===== config.mk =====
export PLATFORM = sky130hd
export DESIGN_NAME = ctrl_sequencer
export DESIGN_NICKNAME = d
export VERILOG_FILES = /design/src/rtl/ctrl_sequencer.sv
export SDC_FILE = /design/constraint.sdc
export NUM_CORES = 1
export LEC_CHECK = 0
export BUFFER_PORTS_ARGS = -buffer_cell sky130_fd_sc_hd__buf_2
export CAP_MARGIN = 20
export CELL_PAD_IN_SITES_DETAIL_PLACEMENT = 2
export CELL_PAD_IN_SITES_GLOBAL_PLACEMENT = 2
export CORE_MARGIN = 10
export CORE_UTILIZATION = 27
export DETAILED_ROUTE_END_ITERATION = 10
export PLACE_DENSITY_LB_ADDON = 0.05
export SLEW_MARGIN = 20
export SYNTH_ARGS = -nofsm -noshare
export SYNTH_HDL_FRONTEND = slang
export SYNTH_SLANG_ARGS = --single-unit

===== constraint.sdc =====
create_clock -name i_clk -period 2.52 [get_ports i_clk]
set_clock_uncertainty 0.15 [all_clocks]
set_input_delay 0.252 -clock i_clk [delete_from_list [all_inputs] [get_ports i_clk]]
set_output_delay 0.252 -clock i_clk [all_outputs]
set_load 0.01 [all_outputs]

===== src/rtl/ctrl_sequencer.sv =====
// Multi-cycle fetch/decode/execute/write-back sequencer for the 13-bit RISC core.
// Feeds the ALU with opcode, register addresses and immediate; owns the PC.
module ctrl_sequencer #(
  parameter int PC_W = 9
) (
  input  logic            i_clk,
  input  logic            i_rst_n,
  input  logic            i_en,
  output logic            o_imem_req,
  output logic [PC_W-1:0] o_imem_addr,
  input  logic            i_imem_ack,
  input  logic [12:0]     i_imem_data,
  output logic [3:0]      o_alu_opcode,
  output logic [2:0]      o_rf_ra_addr,
  output logic [2:0]      o_rf_rb_addr,
  output logic            o_imm_sel,
  output logic [12:0]     o_imm,
  input  logic            i_alu_checkbranch,
  output logic            o_rf_we,
  output logic [2:0]      o_rf_wa,
  output logic [PC_W-1:0] o_pc
);

  typedef enum logic [2:0] {
    S_IDLE,
    S_FETCH,
    S_DECODE,
    S_EXEC,
    S_WB
  } state_t;

  state_t          state_q, state_d;
  logic [PC_W-1:0] pc_q, pc_d;
  logic [12:0]     ir_q, ir_d;

  logic [3:0]      op;
  logic            is_nop, is_jump, is_branch, is_imm;
  logic [PC_W-1:0] pc_inc, br_tgt, j_tgt;

  assign op        = ir_q[12:9];
  assign is_nop    = (op == 4'b0000);
  assign is_jump   = (op == 4'b1000);
  assign is_branch = (op[3:2] == 2'b11);
  assign is_imm    = (op == 4'b1001) || (op == 4'b1010);

  // All PC arithmetic is modulo 2^PC_W; the casts give the wrap for free.
  assign pc_inc = pc_q + PC_W'(1);
  assign br_tgt = pc_inc + PC_W'(signed'(ir_q[2:0]));
  assign j_tgt  = PC_W'(ir_q[8:0]);

  always_ff @(posedge i_clk or negedge i_rst_n) begin
    if (!i_rst_n) begin
      state_q <= S_IDLE;
      pc_q    <= '0;
      ir_q    <= '0;
    end else begin
      state_q <= state_d;
      pc_q    <= pc_d;
      ir_q    <= ir_d;
    end
  end

  always_comb begin
    state_d = state_q;
    pc_d    = pc_q;
    ir_d    = ir_q;
    case (state_q)
      S_IDLE: begin
        if (i_en) state_d = S_FETCH;
      end
      S_FETCH: begin
        if (i_imem_ack) begin
          ir_d    = i_imem_data;
          state_d = S_DECODE;
        end
      end
      S_DECODE: state_d = S_EXEC;
      S_EXEC: begin
        if (is_nop) begin
          pc_d    = pc_inc;
          state_d = S_FETCH;
        end else if (is_jump) begin
          pc_d    = j_tgt;
          state_d = S_FETCH;
        end else if (is_branch) begin
          pc_d    = i_alu_checkbranch ? br_tgt : pc_inc;
          state_d = S_FETCH;
        end else begin
          state_d = S_WB;
        end
      end
      S_WB: begin
        pc_d    = pc_inc;
        state_d = S_FETCH;
      end
      default: state_d = S_IDLE;
    endcase
  end

  always_comb begin
    o_imem_req   = (state_q == S_FETCH);
    o_alu_opcode = 4'b0000;
    o_rf_ra_addr = 3'd0;
    o_rf_rb_addr = 3'd0;
    o_imm_sel    = 1'b0;
    o_imm        = 13'd0;
    o_rf_we      = 1'b0;
    o_rf_wa      = 3'd0;
    // Operand fields are presented from DECODE and held through EXEC.
    if (state_q == S_DECODE || state_q == S_EXEC) begin
      if (is_branch) begin
        o_rf_ra_addr = ir_q[8:6];
        o_rf_rb_addr = ir_q[5:3];
      end else if (is_imm) begin
        o_rf_ra_addr = ir_q[5:3];
        o_imm_sel    = 1'b1;
        o_imm        = {10'd0, ir_q[2:0]};
      end else if (!is_nop && !is_jump) begin
        o_rf_ra_addr = ir_q[5:3];
        o_rf_rb_addr = ir_q[2:0];
      end
    end
    if (state_q == S_EXEC) o_alu_opcode = op;
    if (state_q == S_WB) begin
      o_rf_we = 1'b1;
      o_rf_wa = ir_q[8:6];
    end
  end

  assign o_imem_addr = pc_q;
  assign o_pc        = pc_q;

endmodule


-- Word-level counts from Yosys, hierarchy flattened
Cells that the tools add are included.
- output and inout bits: 47
- word-level logic and storage cells: 55
- bits of input ports: 18
- bits in registers: 25
- mux-type cells: 28
- equal/unequal tests: 11
- reductions and logical operators: 11
- add/sub/neg operators: 2
- operators by type and width (kind ; number):
    $mux 3 ; 17
    $mux 9 ; 4
    $pmux 9 s2 ; 1
    $pmux 3 s5 ; 1
    $eq 4x4->1 const B ; 3
    $add 9x1->9 const B ; 1
    $add 9x9->9 ; 1
    $eq 3x2->1 const B ; 2
    $reduce_and 2->1 ; 3
    $logic_not 4->1 ; 1
    $mux 1 ; 4
    $mux 4 ; 1
    $ne 4x4->1 const B ; 1
    $eq 3x1->1 const B ; 1
    $eq 3x3->1 const B ; 1
    $logic_not 3->1 ; 1
    $eq 2x2->1 const B ; 1
    $logic_not 1->1 ; 2
    $logic_or 1x1->1 ; 2
    $ne 2x1->1 const B ; 1
    $ne 2x2->1 const B ; 1
    $reduce_bool 2->1 ; 1
    $logic_and 1x1->1 ; 1

-- Logic depth before layout (Yosys ltp)
Gate-level depths: netlist of the first run.
- depth after elaboration: 7
- gate-level depth with buffers: 12
- mapped depth without buffers: 11

-- Worst setup path after synthesis of the first run
OpenSTA, ideal clock, no wires.
- path type: register to register
- start: register pc_q[0] (netlist: o_imem_addr[0])
- end: register pc_q[7] (netlist: o_imem_addr[7])
- setup slack: -288 ps
- data arrival time: 2532 ps
- buffers on the path: 0
- library setup time: 126 ps
- period minus slack after synthesis: 2808 ps
- stages on the path, launching flop included: 11
- required time: 2244 ps
- path through: dfrtp_1 ha_1 nand4_1 or2_2 xnor2_1 ha_1 a211o_1 o22ai_1 xor2_1 o21ai_0 a221o_1
- longest elaborated chain between the ends: 7
- ends and longest elaborated chain (item ; line ; text):
    from (decl) ; 33 ; logic [PC_W-1:0] pc_q, pc_d;
    from (signal assigned) ; 58 ; pc_q <= pc_d;
    $add 9x1->9 * ; 47 ; assign pc_inc = pc_q + PC_W'(1);
    $add 9x9->9 ; 48 ; assign br_tgt = pc_inc + PC_W'(signed'(ir_q[2:0]));
    $mux 9 ; 86 ; pc_d = i_alu_checkbranch ? br_tgt : pc_inc;
    $mux 9 ; 85 ; end else if (is_branch) begin
    $mux 9 ; 82 ; end else if (is_jump) begin
    $mux 9 ; 79 ; if (is_nop) begin
    $pmux 9 s2 * ; 67 ; case (state_q)
Mark *: on every way between the ends. The rest lies on a longest branch, timed or not. The select of a mux whose other input is x is not followed.
A chain may end at the register's enable or synchronous reset.

-- Final worst setup path of the first run
- start: register pc_q[1] (netlist: o_imem_addr[1])
- end: register pc_q[7] (netlist: o_imem_addr[7])
Same word-level chain as after synthesis.

==> qor.csv, run 1 <==
metric;value;unit
outcome;finished, violations left;
failing checks;setup timing;
first-pass GRT wire length;14.5;mm
Clock transition at path regs;0.10;ns
CTS buffer count;3;
EDFF count, synth;0;
DRC;0;
endpoints failing hold;0;
sum of negative setup slack;-0.454;ns
ys async rst share;100;%
Max Clk Rate;0.365;GHz
Max Root-Sink Buffers;2;
Initial Util;27.5;%
Via Count;2276;
Congestion Overflow GR;0;
Syn Area/Cell;8.66;sq um
register area share after synthesis;28.0;%
Simple-Gate Fraction of Synth Area;20.2;%
Power Total;5.33;mW
core area;0.00813;sq mm
RSZ-0062 raised after global routing;yes;
row count;33;
routability congestion estimate;0.811;
area delta synth->final;39.5;%
Synth Flop Type;dfrtp_1;
crit path DAT;2.77;ns
compound-cell area share of the yosys netlist;24.1;%
GR Util All Layers;14.2;%
WS Path Type;reg -> reg;
Post-Layout Cell Count;452;
Synth warnings;0;
mux contribution to synthesized area;5.94;%
Post-DP Area;0.00277;sq mm
Tightest Hold Check Type;in -> reg;
Static Leak;1.45;nW
num ports;65;
Crit Path Max Fanout;3;
Syn Inst Count;258;
Core Util, Final;38.3;%
share of cells above drive strength 1;46.4;%
antenna cells;0;
DIE AREA;0.0123;sq mm
Final HPWL DP;6.84;mm
vias in the first global route;2543;
DRT Wirelength;8.98;mm
Unique masters post-synth;67;
crit share post-route;109;%
PwrDens;1710;mW/mm^2
post-place setup slack;-0.195;ns
fin area;0.00312;sq mm
Antenna Nets Post-Route;0;
die height;111;microns
CTS tree;built;
Filler cells;953;
Die Wd;111;microns
placed insts;434;
IO buf count;54;
Pre-Repair DR Iteration Count;4;
Seq cells post-synth;25;
Synth Area in Adders;6.49;%
Setup violations, final;4;
antenna violations before repair;0;
critical path startpoint category;register;
Detailed Route Iter0 Violations;86;
Slew Limit Fails;0;
worst-skew pair later-pin latency;0.28;ns
Nets;377;
Min Clock Period, post-route;2.74;ns
area of the mapped netlist;0.00223;sq mm
largest family of logic cells by synthesized area;compound AO/OA/AOI/OAI gates;
root buf cell;clkbuf_8;
worst relative slew slack;55.6;%
TritonCTS Sinks;25;
Max VDD drop;0.481;mV
final hold slack;0.0284;ns
XOR/XNOR share of the synthesized area;4.31;%
Final Worst Setup Slack;-0.223;ns
routed vias/inst;5.04;
Worst Path Required;2.54;ns
maxcap violations;0;
Worst Tran Pin Value;0.666;ns
endpoint class of the critical path;register;
per-cell routed wire length;19.9;microns
largest net degree at the start of global routing;26;
H-tree depth;1;
## cell families after synthesis
family | after synthesis
other | 1
buffers and inverters | 38
AO/OA/AOI/OAI | 75
XOR/XNOR | 11
flip-flops | 25
adder cells (fa/ha/maj) | 11
multiplexers | 12
AND/OR/NAND/NOR | 85
## where the power goes
part | switching [mW] | leakage (nW) | internal [mW] | total (mW)
sequential | 0.316 | 0.290 | 0.599 | 0.915
combinational | 2.14 | 1.13 | 2.01 | 4.15
clock | 0.151 | 0.0228 | 0.114 | 0.265
## repair_timing
item / 4_1_cts / 5_1_grt
hold buffers: 1 / 0
resized for setup: 20 / 14
hold endpoints to repair: 25 / 0
endpoints found under the setup margin: 4 / 6
setup buffers: 11 / 2
pin swaps: 8 / 10
## critical path, cell delays in order, from the launching register on
cell and delay, ns:
dfrtp_2 0.42, ha_4 0.15, nand4_1 0.16, or2_4 0.30, xnor2_4 0.25, ha_4 0.24, a211o_1 0.26, o22ai_2 0.16
xor2_1 0.16, o21ai_1 0.10, a221o_1 0.30
## path summary, 6_finish.rpt
kind,to,depth (start not counted),startpoint,slack (ns)
worst min-delay path,ir_q[10],3,i_imem_data[10],0.03
max in group asynchronous,o_imem_addr[1],2,i_rst_n,1.38
min in group asynchronous,o_imem_addr[3],2,i_rst_n,0.38
worst max-delay path,o_imem_addr[7],10,o_imem_addr[1],-0.22
worst max register to register,o_imem_addr[7],10,o_imem_addr[1],-0.22
worst min register to register,ir_q[6],1,ir_q[6],0.42
## flip-flops by register name (all words and copies together), names as in the netlist
name / flops
ir_q: 13
o_imem_addr: 9
state_q: 3
## cells in the mapped netlist (3+ instances only)
cell	count	area share (%)
a211oi_1	3	1.0
a21o_1	3	1.0
a21oi_1	13	2.9
a22oi_1	4	1.3
a31oi_1	3	0.84
and2_1	8	2.2
buf_4	24	8.1
dfrtp_1	25	28
ha_1	10	5.6
inv_1	10	1.7
mux2_2	10	5.0
nand2_1	24	4.0
nand2b_1	3	0.84
nand3_1	5	1.1
nor2_1	22	3.7
nor3b_1	3	1.0
o21ai_0	15	3.4
o22ai_1	4	1.1
xnor2_1	6	2.4
xor2_1	5	2.0
## area by class of cell
cell class | count | area (sq um) | share of cell area [%]
tap | 105 | 131 | 4.21
inverter | 11 | 41.3 | 1.32
timing repair buffer | 103 | 641 | 20.5
multi-input combinational | 204 | 1630 | 52.3
sequential | 25 | 629 | 20.2
clock buffer | 4 | 45.0 | 1.44
## cell usage in the layout (no fill, tap or decap), types with 4 or more instances in the layout
| cell | netlist | layout |
|---|---|---|
| a22oi_1 | 4 | 4 |
| mux2_2 | 10 | 10 |
| nand3_1 | 5 | 4 |
| buf_4 | 24 | 48 |
| dfrtp_1 | 25 | 22 |
| a21oi_1 | 13 | 12 |
| ha_4 | 0 | 5 |
| nand2_1 | 24 | 24 |
| and2_1 | 8 | 8 |
| nor2_1 | 22 | 20 |
| buf_2 | 1 | 54 |
| o21ai_0 | 15 | 10 |
| inv_1 | 10 | 10 |
| conb_1 | 1 | 10 |
| o21ai_1 | 2 | 7 |
| xnor2_1 | 6 | 4 |
## per-layer routing
metal,global-route usage (%),wire [microns],vias to the layer above
li1,-,-,1071
met1,18.5,4140,1151
met2,23.7,4360,48
met3,3.19,435,6
met4,2.26,47,0
met5,0,0,-
Note: power is estimated with default switching activity, not from simulation.
==> run 2, diff against run 1 <==
- RECOVER_POWER: not set -> 100
==> run 2 against run 1 <==
  * The flow finishes with violations (capacitance limit, slew limit, setup timing)
  * Power hardly changed
  * Sequential power about the same
  * Combinational power hardly changed
  * Clock power barely moved
  * Largest power group unchanged
  * Highest routed layer unchanged
==> qor.csv, run 2 (synthesis gave the netlist of run 1 again) <==
metric;value;unit;change
crit share post-route;109;%;+0.12 points
DIE AREA;0.0123;sq mm;unchanged
endpoints failing hold;0;;unchanged
most frequent cells in the layout;buf_2 (51), buf_4 (48), nand2_1 (24);;
num ports;65;;unchanged
Clock transition at path regs;0.10;ns;about the same
max FFs per register;13;;unchanged
Setup violations, final;4;;unchanged
RSZ-0062 raised after global routing;yes;;
critical path startpoint category;register;;
worst-skew pair later-pin latency;0.28;ns;about the same
TritonCTS Sinks;25;;unchanged
Nets;377;;unchanged
Max VDD drop;0.481;mV;about the same
H-tree depth;1;;unchanged
first-pass GRT wire length;14.5;mm;unchanged
failing checks;capacitance limit, slew limit, setup timing;;
Top cell by count, worst path;ha_4;;
crit path DAT;2.77;ns;about the same
Congestion Overflow GR;0;;unchanged
antenna cells;0;;unchanged
fin area;0.00311;sq mm;-0.12%
Final HPWL DP;6.84;mm;unchanged
Crit Path Max Fanout;3;;unchanged
endpoint class of the critical path;register;;
DRC;0;;unchanged
Power Total;5.33;mW;about the same
worst relative slew slack;-6.49;%;-62 points
antenna violations before repair;0;;unchanged
DRT Wirelength;8.99;mm;about the same
Static Leak;1.44;nW;-0.45%
commonest non-fill, non-tap cell in the layout;buf_2;;
GR Util All Layers;14.2;%;unchanged
IO buf count;54;;unchanged
outcome;finished, violations left;;
Detailed Route Iter0 Violations;86;;unchanged
max incr delay on CP;0.42;ns;about the same
row count;33;;unchanged
Min Clock Period, post-route;2.75;ns;+0.00300 ns
Slew Limit Fails;26;;+26
CP max stage cell;dfrtp_2;;
Pre-Repair DR Iteration Count;4;;unchanged
CTS buffer count;3;;unchanged
CTS tree;built;;
WS Path Type;reg -> reg;;
Worst Path Required;2.54;ns;about the same
per-cell routed wire length;19.9;microns;about the same
area delta synth->final;39.4;%;
Final Worst Setup Slack;-0.226;ns;-0.00300 ns
largest net degree at the start of global routing;26;;unchanged
vias in the first global route;2543;;unchanged
Antenna Nets Post-Route;0;;unchanged
Max Clk Rate;0.364;GHz;-0.11%
share of cells above drive strength 1;45.5;%;-0.86 points
Initial Util;27.5;%;unchanged
root buf cell;clkbuf_8;;
Via Count;2276;;unchanged
Sequential Area;629;sq um;unchanged
Filler cells;952;;-0.10%
die height;111;microns;unchanged
Die Wd;111;microns;unchanged
Max Root-Sink Buffers;2;;unchanged
Largest Register;ir_q;;
core area;0.00813;sq mm;unchanged
Post-DP Area;0.00277;sq mm;unchanged
routability congestion estimate;0.811;;unchanged
Tightest Hold Check Type;in -> reg;;
Worst Tran Pin Value;1.60;ns;+0.932 ns
area of the multi-input gates;0.00163;sq mm;unchanged
maxcap violations;1;;+1
CP Cell Sequence;ha_4 -> nand4_1 -> or2_4 -> xnor2_4 -> ha_4 -> a211o_1 -> o22ai_2 -> xor2_1 -> o21ai_1 -> a221o_1;;
PwrDens;1710;mW/mm^2;+0.19%
routed vias/inst;5.04;;unchanged
## run 2: changes by cell type in the layout (fill, tap and decap cells not counted), sizes merged
cell	delta
buf	-3
clkbuf	+3
## run 2: through the flow
stage	cells	setup TNS, ns	worst slack, ns	utilization, %	hold WS (ns)
4_1_cts	450	-0.271	-0.138	37.2	0.0229
5_1_grt	452	-1.06	-0.332	38.3	0.0224
2_1_floorplan	267	-0.160	-0.0990	-	-0.194
3_3_place_gp	434	-0.404	-0.152	34.1	0.175
6_report	452	-0.458	-0.226	38.3	0.0284
3_5_place_dp	434	-0.604	-0.195	34.1	0.178
## run 2: power by group
group	internal [mW]	total, mW	switching [mW]
clock network	0.114	0.265	0.151
registers	0.599	0.915	0.316
logic	2.01	4.15	2.14
## run 2: path summary, 6_finish.rpt
path                                  from              to  slack (ns)  cells after the start
setup / recovery            o_imem_addr[1]  o_imem_addr[7]       -0.23                     10
hold / removal             i_imem_data[10]        ir_q[10]        0.03                      3
setup reg to reg            o_imem_addr[1]  o_imem_addr[7]       -0.23                     10
hold reg to reg                    ir_q[6]         ir_q[6]        0.42                      1
max in group asynchronous          i_rst_n  o_imem_addr[1]        0.44                      2
min in group asynchronous          i_rst_n  o_imem_addr[3]        0.75                      2
## run 2: final cells by class
type	count	share of cell area [%]
timing repair buffer	103	20.4
clock buffer	4	1.45
tap	105	4.22
multi-input combinational	204	52.4
inverter	11	1.33
sequential	25	20.2
## run 2: per-layer routing
| layer | share of wire, % | track usage, % | vias up |
|---|---|---|---|
| met4 | 0.52 | 2.26 | 0 |
| met5 | 0 | 0 | - |
| met1 | 46 | 18.5 | 1151 |
| met2 | 48 | 23.7 | 48 |
| li1 | - | - | 1071 |
| met3 | 4.8 | 3.19 | 6 |
## run 2: repair_timing
| action | in CTS | in global routing |
|---|---|---|
| resized for setup | 20 | 14 |
| pin swaps | 8 | 10 |
| buffers inserted | 11 | 2 |
| hold buffers | 1 | 0 |
| endpoints found under the hold margin | 25 | 0 |
| endpoints found under the setup margin | 4 | 6 |
## run 2: worst max-delay path: cells and delay by family (launching register included)
family	cells	cell delay (ns)
AO/OA/AOI/OAI	4	0.82
AND/OR/NAND/NOR	2	0.46
flip-flops	1	0.42
XOR/XNOR	2	0.41
adder cells (fa/ha/maj)	2	0.39
==> run 3, diff against run 2 <==
- GPL_TIMING_DRIVEN: not set -> 0
==> run 3 against run 2 <==
  * The run still ends with capacitance limit, slew limit, setup timing left
  * Flip-flop and latch count unchanged
  * Core utilization fell by 0.95 points
  * First-iteration DRC count decreased by 36%
  * Via count is 2.5% lower
  * Critical path depth did not move
  * Power decreased by 9.2%
==> qor.csv, run 3 (synthesis gave the netlist of run 1 again) <==
metric;value;unit;change
outcome;finished, violations left;;
failing checks;capacitance limit, slew limit, setup timing;;
commonest non-fill, non-tap cell in the layout;buf_2;;
IO buf count;54;;unchanged
largest net degree at the start of global routing;26;;unchanged
Slew Limit Fails;25;;-3.8%
CTS buffer count;3;;unchanged
critical path startpoint category;register;;
Power Total;4.84;mW;-9.2%
Pre-Repair DR Iteration Count;4;;unchanged
num ports;65;;unchanged
Antenna Nets Post-Route;0;;unchanged
endpoint class of the critical path;register;;
Congestion Overflow GR;0;;unchanged
fin area;0.00304;sq mm;-2.5%
Static Leak;1.39;nW;-3.5%
antenna cells;0;;unchanged
Nets;372;;-1.3%
most frequent cells in the layout;buf_2 (52), buf_4 (36), nand2_1 (24);;
per-cell routed wire length;18.3;microns;-7.9%
antenna violations before repair;0;;unchanged
worst relative slew slack;-0.121;%;+6.4 points
H-tree depth;1;;unchanged
die height;111;microns;unchanged
Final HPWL DP;6.27;mm;-8.4%
Post-DP Area;0.00271;sq mm;-2.1%
PwrDens;1590;mW/mm^2;-6.9%
endpoints failing hold;0;;unchanged
Max Clk Rate;0.355;GHz;-2.5%
area delta synth->final;35.9;%;
core area;0.00813;sq mm;unchanged
Initial Util;27.5;%;unchanged
Detailed Route Iter0 Violations;55;;-36%
Worst Path Required;2.53;ns;about the same
Tightest Hold Check Type;in -> reg;;
maxcap violations;1;;unchanged
Max VDD drop;0.703;mV;+46%
WS Path Type;reg -> reg;;
DIE AREA;0.0123;sq mm;unchanged
crit path DAT;2.83;ns;+0.06 ns
row count;33;;unchanged
TritonCTS Sinks;25;;unchanged
worst-skew pair later-pin latency;0.28;ns;about the same
Clock transition at path regs;0.10;ns;about the same
max FFs per register;13;;unchanged
routed vias/inst;4.96;;-1.5%
RSZ-0062 raised after global routing;yes;;
Die Wd;111;microns;unchanged
Worst Tran Pin Value;1.50;ns;-0.0956 ns
Via Count;2218;;-2.5%
CTS tree;built;;
DRC;0;;unchanged
crit share post-route;112;%;+2.8 points
first-pass GRT wire length;13.3;mm;-8.4%
routability congestion estimate;0.719;;-11%
Crit Path Max Fanout;4;;+1
Setup violations, final;3;;-1
GR Util All Layers;13.0;%;-1.3 points
final hold slack;0.0256;ns;-0.00275 ns
Final Worst Setup Slack;-0.296;ns;-0.0703 ns
Min Clock Period, post-route;2.82;ns;+0.0703 ns
Largest Register;ir_q;;
share of cells above drive strength 1;44.2;%;-1.4 points
DRT Wirelength;8.19;mm;-8.9%
root buf cell;clkbuf_8;;
Max Root-Sink Buffers;2;;unchanged
vias in the first global route;2442;;-4.0%
## run 3: cell count changes in the layout (fill, tap and decap cells not counted), sizes merged
cell,change
buf,-9
clkbuf,+3
clkinvlp,+1
## run 3: worst max-delay path: stages (launching register included)
cell and delay (ns):
dfrtp_2 0.43, ha_4 0.17, nand4_1 0.13, or2_4 0.31
xnor2_4 0.22, ha_4 0.24, a211o_1 0.26, o22ai_2 0.18
xor2_2 0.18, o21ai_1 0.10, a221o_1 0.33
## run 3: layer usage
layer / GRT usage (%) / part of all wire, % / routed length (microns) / up-vias
met5: 0 / 0 / 0 / -
met3: 3.79 / 5.5 / 450 / 2
li1: - / - / - / 1071
met1: 16.1 / 45 / 3660 / 1102
met2: 22.4 / 49 / 4050 / 43
met4: 1.04 / 0.34 / 28 / 0
## run 3: power by group
group / switching, mW / internal [mW] / total (mW)
Combinational: 1.91 / 1.71 / 3.62
Sequential: 0.364 / 0.601 / 0.965
Clock: 0.142 / 0.112 / 0.254
## run 3: repair_timing
action / 4_1_cts / 5_1_grt
setup endpoints to repair: 3 / 7
cloned: 0 / 0
pin swaps: 11 / 2
buffers inserted: 15 / 1
hold endpoints to repair: 25 / 0
hold buffers: 1 / 0
resized for setup: 17 / 15
## run 3: metrics by stage
stage	TNS, ns	utilization, %	std cells	setup WS (ns)
floorplan	-0.160	-	267	-0.0990
global placement	-1.28	33.4	426	-0.543
detailed placement	-1.34	33.4	426	-0.622
CTS	-0.824	36.7	446	-0.314
global route	-1.48	37.3	447	-0.411
finish	-0.753	37.3	447	-0.296
## run 3: worst paths after layout
check	start	end	slack [ns]	cells past startpoint
min in group asynchronous	i_rst_n	o_imem_addr[4]	0.72	2
setup reg to reg	o_imem_addr[0]	o_imem_addr[7]	-0.30	10
hold / removal	i_imem_data[12]	ir_q[12]	0.03	3
max in group asynchronous	i_rst_n	o_imem_addr[3]	0.53	2
hold reg to reg	state_q[2]	state_q[1]	0.45	1
setup / recovery	o_imem_addr[0]	o_imem_addr[7]	-0.30	10
## run 3: area by class of cell
cell class / instances / area [sq um]
Tap cell: 105 / 131
Clock inverter: 1 / 7.51
Clock buffer: 3 / 41.3
Multi-Input combinational cell: 204 / 1590
Buffer: 27 / 200
Timing Repair Buffer: 71 / 393
Inverter: 11 / 41.3
Sequential cell: 25 / 631
Fill cell: 927 / 5100
